==> src/rtl/fetch_pkg.sv <==
// Shared types and helpers for the instruction fetch stage: FSM encoding,
// halfword/instruction widths and the RVC length decode.
package fetch_pkg;

    localparam int HW_W = 16;
    localparam int ILEN = 32;

    typedef enum logic [1:0] {
        IDLE    = 2'd0,
        REQ     = 2'd1,
        WAIT    = 2'd2,
        DISCARD = 2'd3
    } fetch_state_e;

    // Any halfword whose two low bits are not 2'b11 starts a 16-bit instruction.
    function automatic logic is_compressed(input logic [HW_W-1:0] hw);
        return hw[1:0] != 2'b11;
    endfunction

endpackage

==> src/rtl/instruction_fetch_unit_if.sv <==
// Bundle of the fetch stage's external handshakes: the instruction cache
// request port, the execute-stage redirect, and the decode output stream.
interface instruction_fetch_unit_if;

    logic                       inst_cache_enable;
    logic [63:0]                inst_cache_addr;
    logic [63:0]                inst_cache_data;
    logic                       inst_cache_busy;

    logic                       redirect_valid;
    logic [63:0]                redirect_pc;

    // Decode stream: a transfer happens in any cycle with dec_valid && dec_ready
    // (and no redirect); dec_valid never looks at dec_ready, and the payload stays
    // stable until it is accepted or a redirect flushes it.
    logic                       dec_valid;
    logic                       dec_ready;
    logic [fetch_pkg::ILEN-1:0] dec_inst;
    logic [63:0]                dec_pc;
    logic                       dec_compressed;

    modport master (
        output inst_cache_enable, inst_cache_addr,
        input  inst_cache_data, inst_cache_busy,
        input  redirect_valid, redirect_pc,
        output dec_valid, dec_inst, dec_pc, dec_compressed,
        input  dec_ready
    );

    modport slave (
        input  inst_cache_enable, inst_cache_addr,
        output inst_cache_data, inst_cache_busy,
        output redirect_valid, redirect_pc,
        input  dec_valid, dec_inst, dec_pc, dec_compressed,
        output dec_ready
    );

endinterface

==> src/rtl/halfword_queue.sv <==
// Circular halfword buffer between the cache and decode: two halfwords in per
// fetch, one or two out per decoded instruction, single-cycle flush.
module halfword_queue
    import fetch_pkg::*;
#(
    parameter int DEPTH = 4
) (
    input  logic                     clock,
    input  logic                     reset,
    input  logic                     flush_i,
    input  logic                     push_i,
    input  logic [2*HW_W-1:0]        push_data_i,
    input  logic                     pop_one_i,
    input  logic                     pop_two_i,
    output logic [HW_W-1:0]          head0_o,
    output logic [HW_W-1:0]          head1_o,
    output logic [$clog2(DEPTH):0]   count_o
);

    localparam int PW = $clog2(DEPTH);
    localparam int CW = PW + 1;

    logic [HW_W-1:0] mem_q [DEPTH];
    logic [PW-1:0]   rd_ptr_q, rd_ptr_d;
    logic [PW-1:0]   wr_ptr_q, wr_ptr_d;
    logic [CW-1:0]   count_q, count_d;
    logic [CW-1:0]   pop_n;

    always_comb begin
        rd_ptr_d = rd_ptr_q;
        wr_ptr_d = wr_ptr_q;
        count_d  = count_q;
        pop_n    = pop_one_i ? CW'(1) : (pop_two_i ? CW'(2) : CW'(0));
        if (flush_i) begin
            rd_ptr_d = '0;
            wr_ptr_d = '0;
            count_d  = '0;
        end else begin
            if (push_i) begin
                wr_ptr_d = wr_ptr_q + PW'(2);
            end
            rd_ptr_d = rd_ptr_q + PW'(pop_n);
            count_d  = count_q + (push_i ? CW'(2) : CW'(0)) - pop_n;
        end
    end

    always_ff @(posedge clock or posedge reset) begin
        if (reset) begin
            rd_ptr_q <= '0;
            wr_ptr_q <= '0;
            count_q  <= '0;
        end else begin
            rd_ptr_q <= rd_ptr_d;
            wr_ptr_q <= wr_ptr_d;
            count_q  <= count_d;
        end
    end

    // Storage needs no reset: entries are only read once count says they exist.
    always_ff @(posedge clock) begin
        if (push_i && !flush_i) begin
            mem_q[wr_ptr_q]          <= push_data_i[HW_W-1:0];
            mem_q[wr_ptr_q + PW'(1)] <= push_data_i[2*HW_W-1:HW_W];
        end
    end

    assign head0_o = mem_q[rd_ptr_q];
    assign head1_o = mem_q[rd_ptr_q + PW'(1)];
    assign count_o = count_q;

endmodule

==> src/rtl/instruction_fetch_unit.sv <==
// Fetch stage: walks the PC through the instruction cache one 32-bit word at a
// time and hands whole RV64IC instructions to decode, honouring execute redirects.
module instruction_fetch_unit
    import fetch_pkg::*;
#(
    parameter logic [63:0] RESET_PC = 64'h0,
    parameter int          HW_DEPTH = 4
) (
    input  logic                    clock,
    input  logic                    reset,
    instruction_fetch_unit_if.master bus,
    output fetch_state_e            state_dbg_o
);

    localparam int CW = $clog2(HW_DEPTH) + 1;

    fetch_state_e    state_q, state_d;
    logic [63:0]     fetch_pc_q, fetch_pc_d;
    logic [63:0]     head_pc_q, head_pc_d;
    logic [CW-1:0]   hw_count;
    logic [HW_W-1:0] head0, head1;
    logic            head_comp;
    logic            has_room;
    logic            dec_valid;
    logic            dec_fire;
    logic            push;
    logic            unused_bits;

    halfword_queue #(.DEPTH(HW_DEPTH)) u_queue (
        .clock      (clock),
        .reset      (reset),
        .flush_i    (bus.redirect_valid),
        .push_i     (push),
        .push_data_i(bus.inst_cache_data[2*HW_W-1:0]),
        .pop_one_i  (dec_fire & head_comp),
        .pop_two_i  (dec_fire & ~head_comp),
        .head0_o    (head0),
        .head1_o    (head1),
        .count_o    (hw_count)
    );

    // Room is judged on registered occupancy, so an in-flight word always fits.
    assign has_room  = (CW'(HW_DEPTH) - hw_count) >= CW'(2);
    assign head_comp = is_compressed(head0);
    assign dec_valid = (hw_count != '0) && (head_comp || (hw_count >= CW'(2)));
    assign dec_fire  = dec_valid & bus.dec_ready & ~bus.redirect_valid;

    always_comb begin
        state_d    = state_q;
        fetch_pc_d = fetch_pc_q;
        push       = 1'b0;
        unique case (state_q)
            IDLE:    if (has_room) state_d = REQ;
            REQ:     state_d = WAIT;
            WAIT: begin
                if (!bus.inst_cache_busy) begin
                    push       = 1'b1;
                    fetch_pc_d = fetch_pc_q + 64'd4;
                    state_d    = IDLE;
                end
            end
            DISCARD: if (!bus.inst_cache_busy) state_d = IDLE;
            default: state_d = IDLE;
        endcase
        // A redirect overrides everything: any cache word in flight is stale.
        if (bus.redirect_valid) begin
            push       = 1'b0;
            fetch_pc_d = {bus.redirect_pc[63:1], 1'b0};
            state_d    = (state_q == IDLE) ? REQ : DISCARD;
        end
    end

    always_comb begin
        head_pc_d = head_pc_q;
        if (bus.redirect_valid) begin
            head_pc_d = {bus.redirect_pc[63:1], 1'b0};
        end else if (dec_fire) begin
            head_pc_d = head_pc_q + (head_comp ? 64'd2 : 64'd4);
        end
    end

    always_ff @(posedge clock or posedge reset) begin
        if (reset) begin
            state_q    <= IDLE;
            fetch_pc_q <= RESET_PC;
            head_pc_q  <= RESET_PC;
        end else begin
            state_q    <= state_d;
            fetch_pc_q <= fetch_pc_d;
            head_pc_q  <= head_pc_d;
        end
    end

    // Enable drops in the completion cycle so the cache never sees a second request.
    assign bus.inst_cache_enable = (state_q == REQ) | ((state_q == WAIT) & bus.inst_cache_busy);
    assign bus.inst_cache_addr   = fetch_pc_q;

    assign bus.dec_valid      = dec_valid;
    assign bus.dec_pc         = head_pc_q;
    assign bus.dec_compressed = dec_valid & head_comp;
    assign bus.dec_inst       = !dec_valid ? '0 :
                                head_comp  ? {{(ILEN-HW_W){1'b0}}, head0} : {head1, head0};

    assign state_dbg_o = state_q;
    assign unused_bits = ^{bus.inst_cache_data[63:2*HW_W], bus.redirect_pc[0]};

endmodule
==> src/flat_wrapper.sv <==
// flat-port wrapper written by rule: the top's interface ports become plain ports
module instruction_fetch_unit_flat import fetch_pkg::*;
#(
    parameter logic [63:0] RESET_PC = 64'h0,
    parameter int          HW_DEPTH = 4
)
  (clock, reset, state_dbg_o, bus_inst_cache_enable, bus_inst_cache_addr, bus_inst_cache_data, bus_inst_cache_busy, bus_redirect_valid, bus_redirect_pc, bus_dec_valid, bus_dec_inst, bus_dec_pc, bus_dec_compressed, bus_dec_ready);
  instruction_fetch_unit_if bus_i ();
  input  logic clock;
  input  logic reset;
  output fetch_state_e state_dbg_o;
  output wire logic [$bits(bus_i.inst_cache_enable)-1:0] bus_inst_cache_enable;
  output wire logic [$bits(bus_i.inst_cache_addr)-1:0] bus_inst_cache_addr;
  input wire logic [$bits(bus_i.inst_cache_data)-1:0] bus_inst_cache_data;
  input wire logic [$bits(bus_i.inst_cache_busy)-1:0] bus_inst_cache_busy;
  input wire logic [$bits(bus_i.redirect_valid)-1:0] bus_redirect_valid;
  input wire logic [$bits(bus_i.redirect_pc)-1:0] bus_redirect_pc;
  output wire logic [$bits(bus_i.dec_valid)-1:0] bus_dec_valid;
  output wire logic [$bits(bus_i.dec_inst)-1:0] bus_dec_inst;
  output wire logic [$bits(bus_i.dec_pc)-1:0] bus_dec_pc;
  output wire logic [$bits(bus_i.dec_compressed)-1:0] bus_dec_compressed;
  input wire logic [$bits(bus_i.dec_ready)-1:0] bus_dec_ready;
  assign bus_inst_cache_enable = bus_i.inst_cache_enable;
  assign bus_inst_cache_addr = bus_i.inst_cache_addr;
  assign bus_i.inst_cache_data = bus_inst_cache_data;
  assign bus_i.inst_cache_busy = bus_inst_cache_busy;
  assign bus_i.redirect_valid = bus_redirect_valid;
  assign bus_i.redirect_pc = bus_redirect_pc;
  assign bus_dec_valid = bus_i.dec_valid;
  assign bus_dec_inst = bus_i.dec_inst;
  assign bus_dec_pc = bus_i.dec_pc;
  assign bus_dec_compressed = bus_i.dec_compressed;
  assign bus_i.dec_ready = bus_dec_ready;
  instruction_fetch_unit #(.RESET_PC(RESET_PC), .HW_DEPTH(HW_DEPTH)) u_core (.clock(clock), .reset(reset), .bus(bus_i), .state_dbg_o(state_dbg_o));
endmodule
==> config.mk <==
export PLATFORM = sky130hd
export DESIGN_NAME = instruction_fetch_unit_flat
export DESIGN_NICKNAME = d
export VERILOG_FILES = /design/src/rtl/fetch_pkg.sv /design/src/rtl/instruction_fetch_unit_if.sv /design/src/rtl/halfword_queue.sv /design/src/rtl/instruction_fetch_unit.sv /design/src/flat_wrapper.sv
export SDC_FILE = /design/constraint.sdc
export NUM_CORES = 1
export LEC_CHECK = 0
export ABC_AREA = 1
export CORE_MARGIN = 10
export CORE_UTILIZATION = 30
export DETAILED_ROUTE_END_ITERATION = 12
export GPL_ROUTABILITY_DRIVEN = 1
export GPL_TIMING_DRIVEN = 0
export HOLD_SLACK_MARGIN = 0.02
export PLACE_DENSITY = 0.58
export RECOVER_POWER = 100
export SYNTH_ARGS = -nofsm -noshare
export SYNTH_HDL_FRONTEND = slang
export SYNTH_SLANG_ARGS = --single-unit
export TNS_END_PERCENT = 20
==> constraint.sdc <==
create_clock -name clock -period 4.8 [get_ports clock]
set_input_delay 0.48 -clock clock [delete_from_list [all_inputs] [get_ports clock]]
set_output_delay 0.48 -clock clock [all_outputs]
set_load 0.02 [all_outputs]
# After elaboration in Yosys (flattened, before gate mapping)
# Memories as Yosys holds them, arrays and structs flattened.
# Index checks and enable logic that the tools add are counted.
# word_totals
in_bits	133
mem_count	1
reg_bits	137
ram_bits	64
out_inout_bits	165
# op_classes
eq_ne	7
muxes	25
reduce_logical	12
bitwise_logic	9
addsub	9
magnitude_cmp	2
# mem_list
name	words	word_bits	read_ports	rd_clocked_by_memory_dff	write_ports	line_no	source
u_core.u_queue.mem_q	4	16	2	0	2	halfword_queue.sv:23	logic [HW_W-1:0] mem_q [DEPTH];
# op_table
operator	n
$mux 64	5
$add 64x3->64 const B	1
$add 64x64->64	1
$mux 32	2
$mux 2	9
$mux 3	3
$and 1x1->1	6
$ge 3x2->1 const B	2
$ne 3x2->1 const B	2
$pmux 2 s3	1
$reduce_bool 2->1	3
$mux 1	5
$add 2x1->2 const B	2
$eq 2x2->1 const B	2
$reduce_and 2->1	2
$add 3x2->3	1
$reduce_bool 3->1	1
$sub 3x3->3	1
$sub 3x3->3 const A	1
$add 2x2->2	1
$add 2x2->2 const B	1
$eq 2x1->1 const B	1
$logic_and 1x1->1	2
$logic_not 2->1	1
other kinds (7)	8

# Longest topological paths before layout
# An unclocked memory read counts as a cell.
# depth
depth_word	11
depth_mapped	19
depth_no_buf	19

# Modules after synthesis
# Synthesis repeated with hierarchy kept, for this count alone.
# unflattened
cells_unflattened	2006
area_unflattened_um2	13710.6
# by_module_without_submodules
module	area_each_um2	seq_area_each_um2	cells_per_inst	instances
instruction_fetch_unit	9713.1	3203.1	1527	1
halfword_queue	3997.6	2072.0	479	1

# Worst setup path after synthesis
# Ideal clock, no wire load.
# synth_path
path_type	flip-flop to flip-flop
startpoint	register u_core.state_q[0] (netlist: u_core.state_dbg_o[0])
endpoint	memory u_core.u_queue.mem_q[1][2], data pin
slack_ps	2265
path_buffers	1
path_stages_with_launch	10
setup_ps	265
t_required_ps	4535
arrival_time_ps	2270
synth_period_minus_slack_ps	2535
cell_sequence	dfrtp_1 > inv_1 > nand2_1 > nor2_4 > nand2_1 > nor2_1 > inv_1 > clkbuf_1 > nand2_1 > o21ai_0
# synth_rtl
element	line_no	source
start: declaration	instruction_fetch_unit.sv:17	fetch_state_e state_q, state_d;
start signal: assignment	instruction_fetch_unit.sv:88	state_q <= state_d;
end: declaration	halfword_queue.sv:23	

# Worst setup path in the final report
# layout_path
startpoint	register u_core.u_queue.rd_ptr_q[0]
endpoint	output port bus_dec_inst[30]
# layout_between
elab_chain_len	5
elab_cells_between_ends	7
# layout_rtl
element	line_no	source
start: declaration	halfword_queue.sv:24	logic [PW-1:0] rd_ptr_q, rd_ptr_d;
start signal: assignment	halfword_queue.sv:53	rd_ptr_q <= rd_ptr_d;
$mem_v2 4x16 (*)	-	
$ne 2x2->1	fetch_pkg.sv:17	return hw[1:0] != 2'b11;
$logic_or 1x1->1	instruction_fetch_unit.sv:45	assign dec_valid = (hw_count != '0) && (head_comp || (hw_count >= CW'(2)));
$logic_and 1x1->1	instruction_fetch_unit.sv:45	
$mux 32 (*)	instruction_fetch_unit.sv:101	assign bus.dec_inst = !dec_valid ? '0 :
end: declaration	flat_wrapper.sv:19	output wire logic [$bits(bus_i.dec_inst)-1:0] bus_dec_inst;
# Every way passes the cells marked *; elsewhere a longest branch is shown, timed or not.

==> results.md <==
- Worst Path Required: 4.32 ns
- Final WS setup: 0.595 ns
- Post-route clock skew: 0.0169 ns
- Post-CTS resize count: 0
- P_leak: 7.46 nW
- Commonest non-fill, non-tap cell in the layout: nand2_1
- Post-Syn Instances: 1965
- Die ar.: 53500 um2
- Clk sinks: 198
- Worst-path fanout max: 10
- Most frequent cells in the layout: 730 x nand2_1, 244 x nor2_1, 178 x dlygate4sd3_1, 175 x inv_1, 163 x nand3_1
- Non-Filler Instances: 2857
- CTS tree: built
- Routed len/inst: 22.5 um
- RSZ-0062 raised after global routing: no
- Area grow syn2layout: 29.5%
- EDFF count, synth: 64
- CTS Buffer Depth: 2
- Setup CP Type: flop to primary output
- Via count: 14.9k
- Tmin final: 4.20 ns
- Initial antenna violation count: 2
- # H-tree levels: 4
- WL final: 64400 um
- Num CTS Buffers: 17
- P_int: 3.54 mW
- Worst-path clk slew: 0.09 ns
- Most common flop cell mapped by yosys: dfrtp_1
- Combinational Power Share: 0.359
- Arrival @ worst endpoint: 3.72 ns
- Fill count: 4721
- Max-Cap Viols: 1
- CP max-delay cell: dlygate4sd3_1
- Worst hold path class: flop to flop
- Via density per instance: 5.22
- Avg Inst Size Synth: 6.81 um2
- Failing checks: capacitance limit, slew limit
- Hold-fix buffer count after cts: 0
- CP Cell Sequence: buf_4, nand2_1, nand3_1, nand2_1, nor2_1, nand2_1, clkbuf_1, a211oi_1, dlygate4sd3_1
- Share of power burned in registers: 0.385
- Post-synthesis sequential area ratio: 0.394
- Post-route cell area: 17300 um2
- Vias in the first global route: 14.3k
- Largest net degree at the start of global routing: 92
- Synth cell types: 44
- Crit. End Element: primary output
- Share of layout cells above drive strength 1: 0.0287
- Drt pass-1 iters: 6
- Rel. slew slack: -0.505
- Antenna viol nets, final: 0
- Cell area after synthesis: 13400 um2
- PortBufs: 261
- Worst slew pin tran: 2.24 ns
- Initial Util: 0.303
- Slew Viols, Final: 44
- Worst path max stage delay: 0.74 ns
- Routing usage on met3: 0.0640
- Global placement routability congestion: 0.944
- Total of warnings raised by yosys: 0
- Period utilization: 0.876
- Total GRT Usage: 0.235
- DP Worst Slack: 1.35 ns
- Switching Share: 0.434
- Nets: 2395
- Flops & latches, synth: 198
- Reg2Reg Setup Slack: 0.69 ns
- Grt ovf: 0
- Part of the power in the clock network: 0.256
- Placed Instances: 2824
- Outcome: finished, violations left
- Power Density: 361 nW/um2
- Post-DP HPWL: 51700 um
- Reg2reg path depth: 17
- Rows: 77
- Peak Freq: 238 MHz
- Final setup fails: 0
- Hold Path Cell Cnt: 2
- # DRC: 0
- P_sw: 2.72 mW
- Drt initial violations: 1753
- CTS root buf: clkbuf_16
- Post-CTS setup buffer count: 0
- Final hold violations: 0
- Die Y: 231 um
- Top Ports: 298
- Chip width: 231 um
- Met2 Usage GRT: 0.368
- GRT Max-Usage Layer: met2
- Crit-path most repeated cell: nand2_1
- Core Region: 44100 um2
- Startpoint Class: flop
- M1 GR Usage: 0.301
- Maximum vdd drop: 0.000196 V
- First-pass GRT wire length: 93400 um
- Clock Latency Late Sink: 0.48 ns
- Post-Place Cell Area: 16900 um2
- Ys async rst share: 0.677
==> routing by layer <==
metal  vias to the layer above  part of all wire
met1                      7067              0.41
met3                       104             0.098
met2                       830              0.45
met5                         -           0.00023
met4                         2             0.037
li1                       6910                 -
==> path summary, 6_finish.rpt <==
kind	start	end
min in group asynchronous	reset	u_core.state_dbg_o[1]
hold / removal	u_core.bus.inst_cache_addr[1]	u_core.bus.inst_cache_addr[1]
hold reg to reg	u_core.bus.inst_cache_addr[1]	u_core.bus.inst_cache_addr[1]
max in group asynchronous	reset	u_core.bus.inst_cache_addr[57]
setup / recovery	u_core.u_queue.rd_ptr_q[0]	bus_dec_inst[30]
setup reg to reg	u_core.u_queue.rd_ptr_q[0]	u_core.bus.dec_pc[63]
==> registers in the layout (all words and copies together), names as in the netlist <==
signal                      flops
u_core.state_dbg_o              2
u_core.u_queue.rd_ptr_q         2
u_core.bus.inst_cache_addr     63
u_core.bus.dec_pc              63
u_core.u_queue.wr_ptr_q         1
u_core.u_queue.mem_q           64
u_core.u_queue.count_o          3
==> critical path: cells and delay by family, from the launching register on <==
| kind | cells | cell delay, ns |
|---|---|---|
| compound gates | 1 | 0.40 |
| buf+inv | 3 | 1.33 |
| flops | 1 | 0.39 |
| simple gates | 5 | 1.12 |
==> cell families after synthesis <==
logic type	after synthesis	share of synthesized area
AND/OR/NAND/NOR	1203	0.369
flip-flops	198	0.394
adder cells (fa/ha/maj)	11	0.0114
XOR/XNOR	75	0.0491
AO/OA/AOI/OAI	199	0.0946
buffers and inverters	278	0.0818
other	1	0.000280
==> power by group through the flow <==
stage / Clock, mW / Combinational [mW] / Sequential, mW
6_report: 1.60 / 2.25 / 2.41
3_3_place_gp: 0 / 2.34 / 2.44
2_1_floorplan: 0 / 1.06 / 2.49
3_5_place_dp: 0 / 2.37 / 2.44
5_1_grt: 1.67 / 2.44 / 2.43
4_1_cts: 1.60 / 2.38 / 2.41
==> cell type report <==
type / count / area [um2] / area share
clock buffer: 18 / 450 / 0.0260
antenna: 1 / 2.50 / 0.000144
sequential: 198 / 5280 / 0.304
inverter: 180 / 677 / 0.0390
tap: 592 / 741 / 0.0427
buffer: 98 / 400 / 0.0231
timing repair buffer: 266 / 2670 / 0.154
multi-input combinational: 1490 / 6940 / 0.401
clock inverter: 14 / 180 / 0.0104
==> Yosys cell counts, drive strengths merged, types with 32 or more instances <==
cell type  instances  area (um2)
nand3            163         828
buf               34         179
inv              180         676
dfrtp            134        3350
xor2              48         420
nand2            733        2760
o21ai             69         357
nand4             32         200
clkbuf            64         240
nor2             245         972
a21oi             38         190
edfxtp            64        1920
==> stage by stage <==
step	hold slack, ns	utilization	total power, mW	setup TNS [ns]
after floorplan	0.568	-	3.55	0
after global placement	0.459	0.379	4.77	-229.89
after detailed placement	0.462	0.382	4.81	0
after CTS	0.410	0.396	6.39	0
after global routing	0.523	0.393	6.54	0
final	0.477	0.393	6.26	0
No activity file was read; power rests on OpenSTA's default activity.
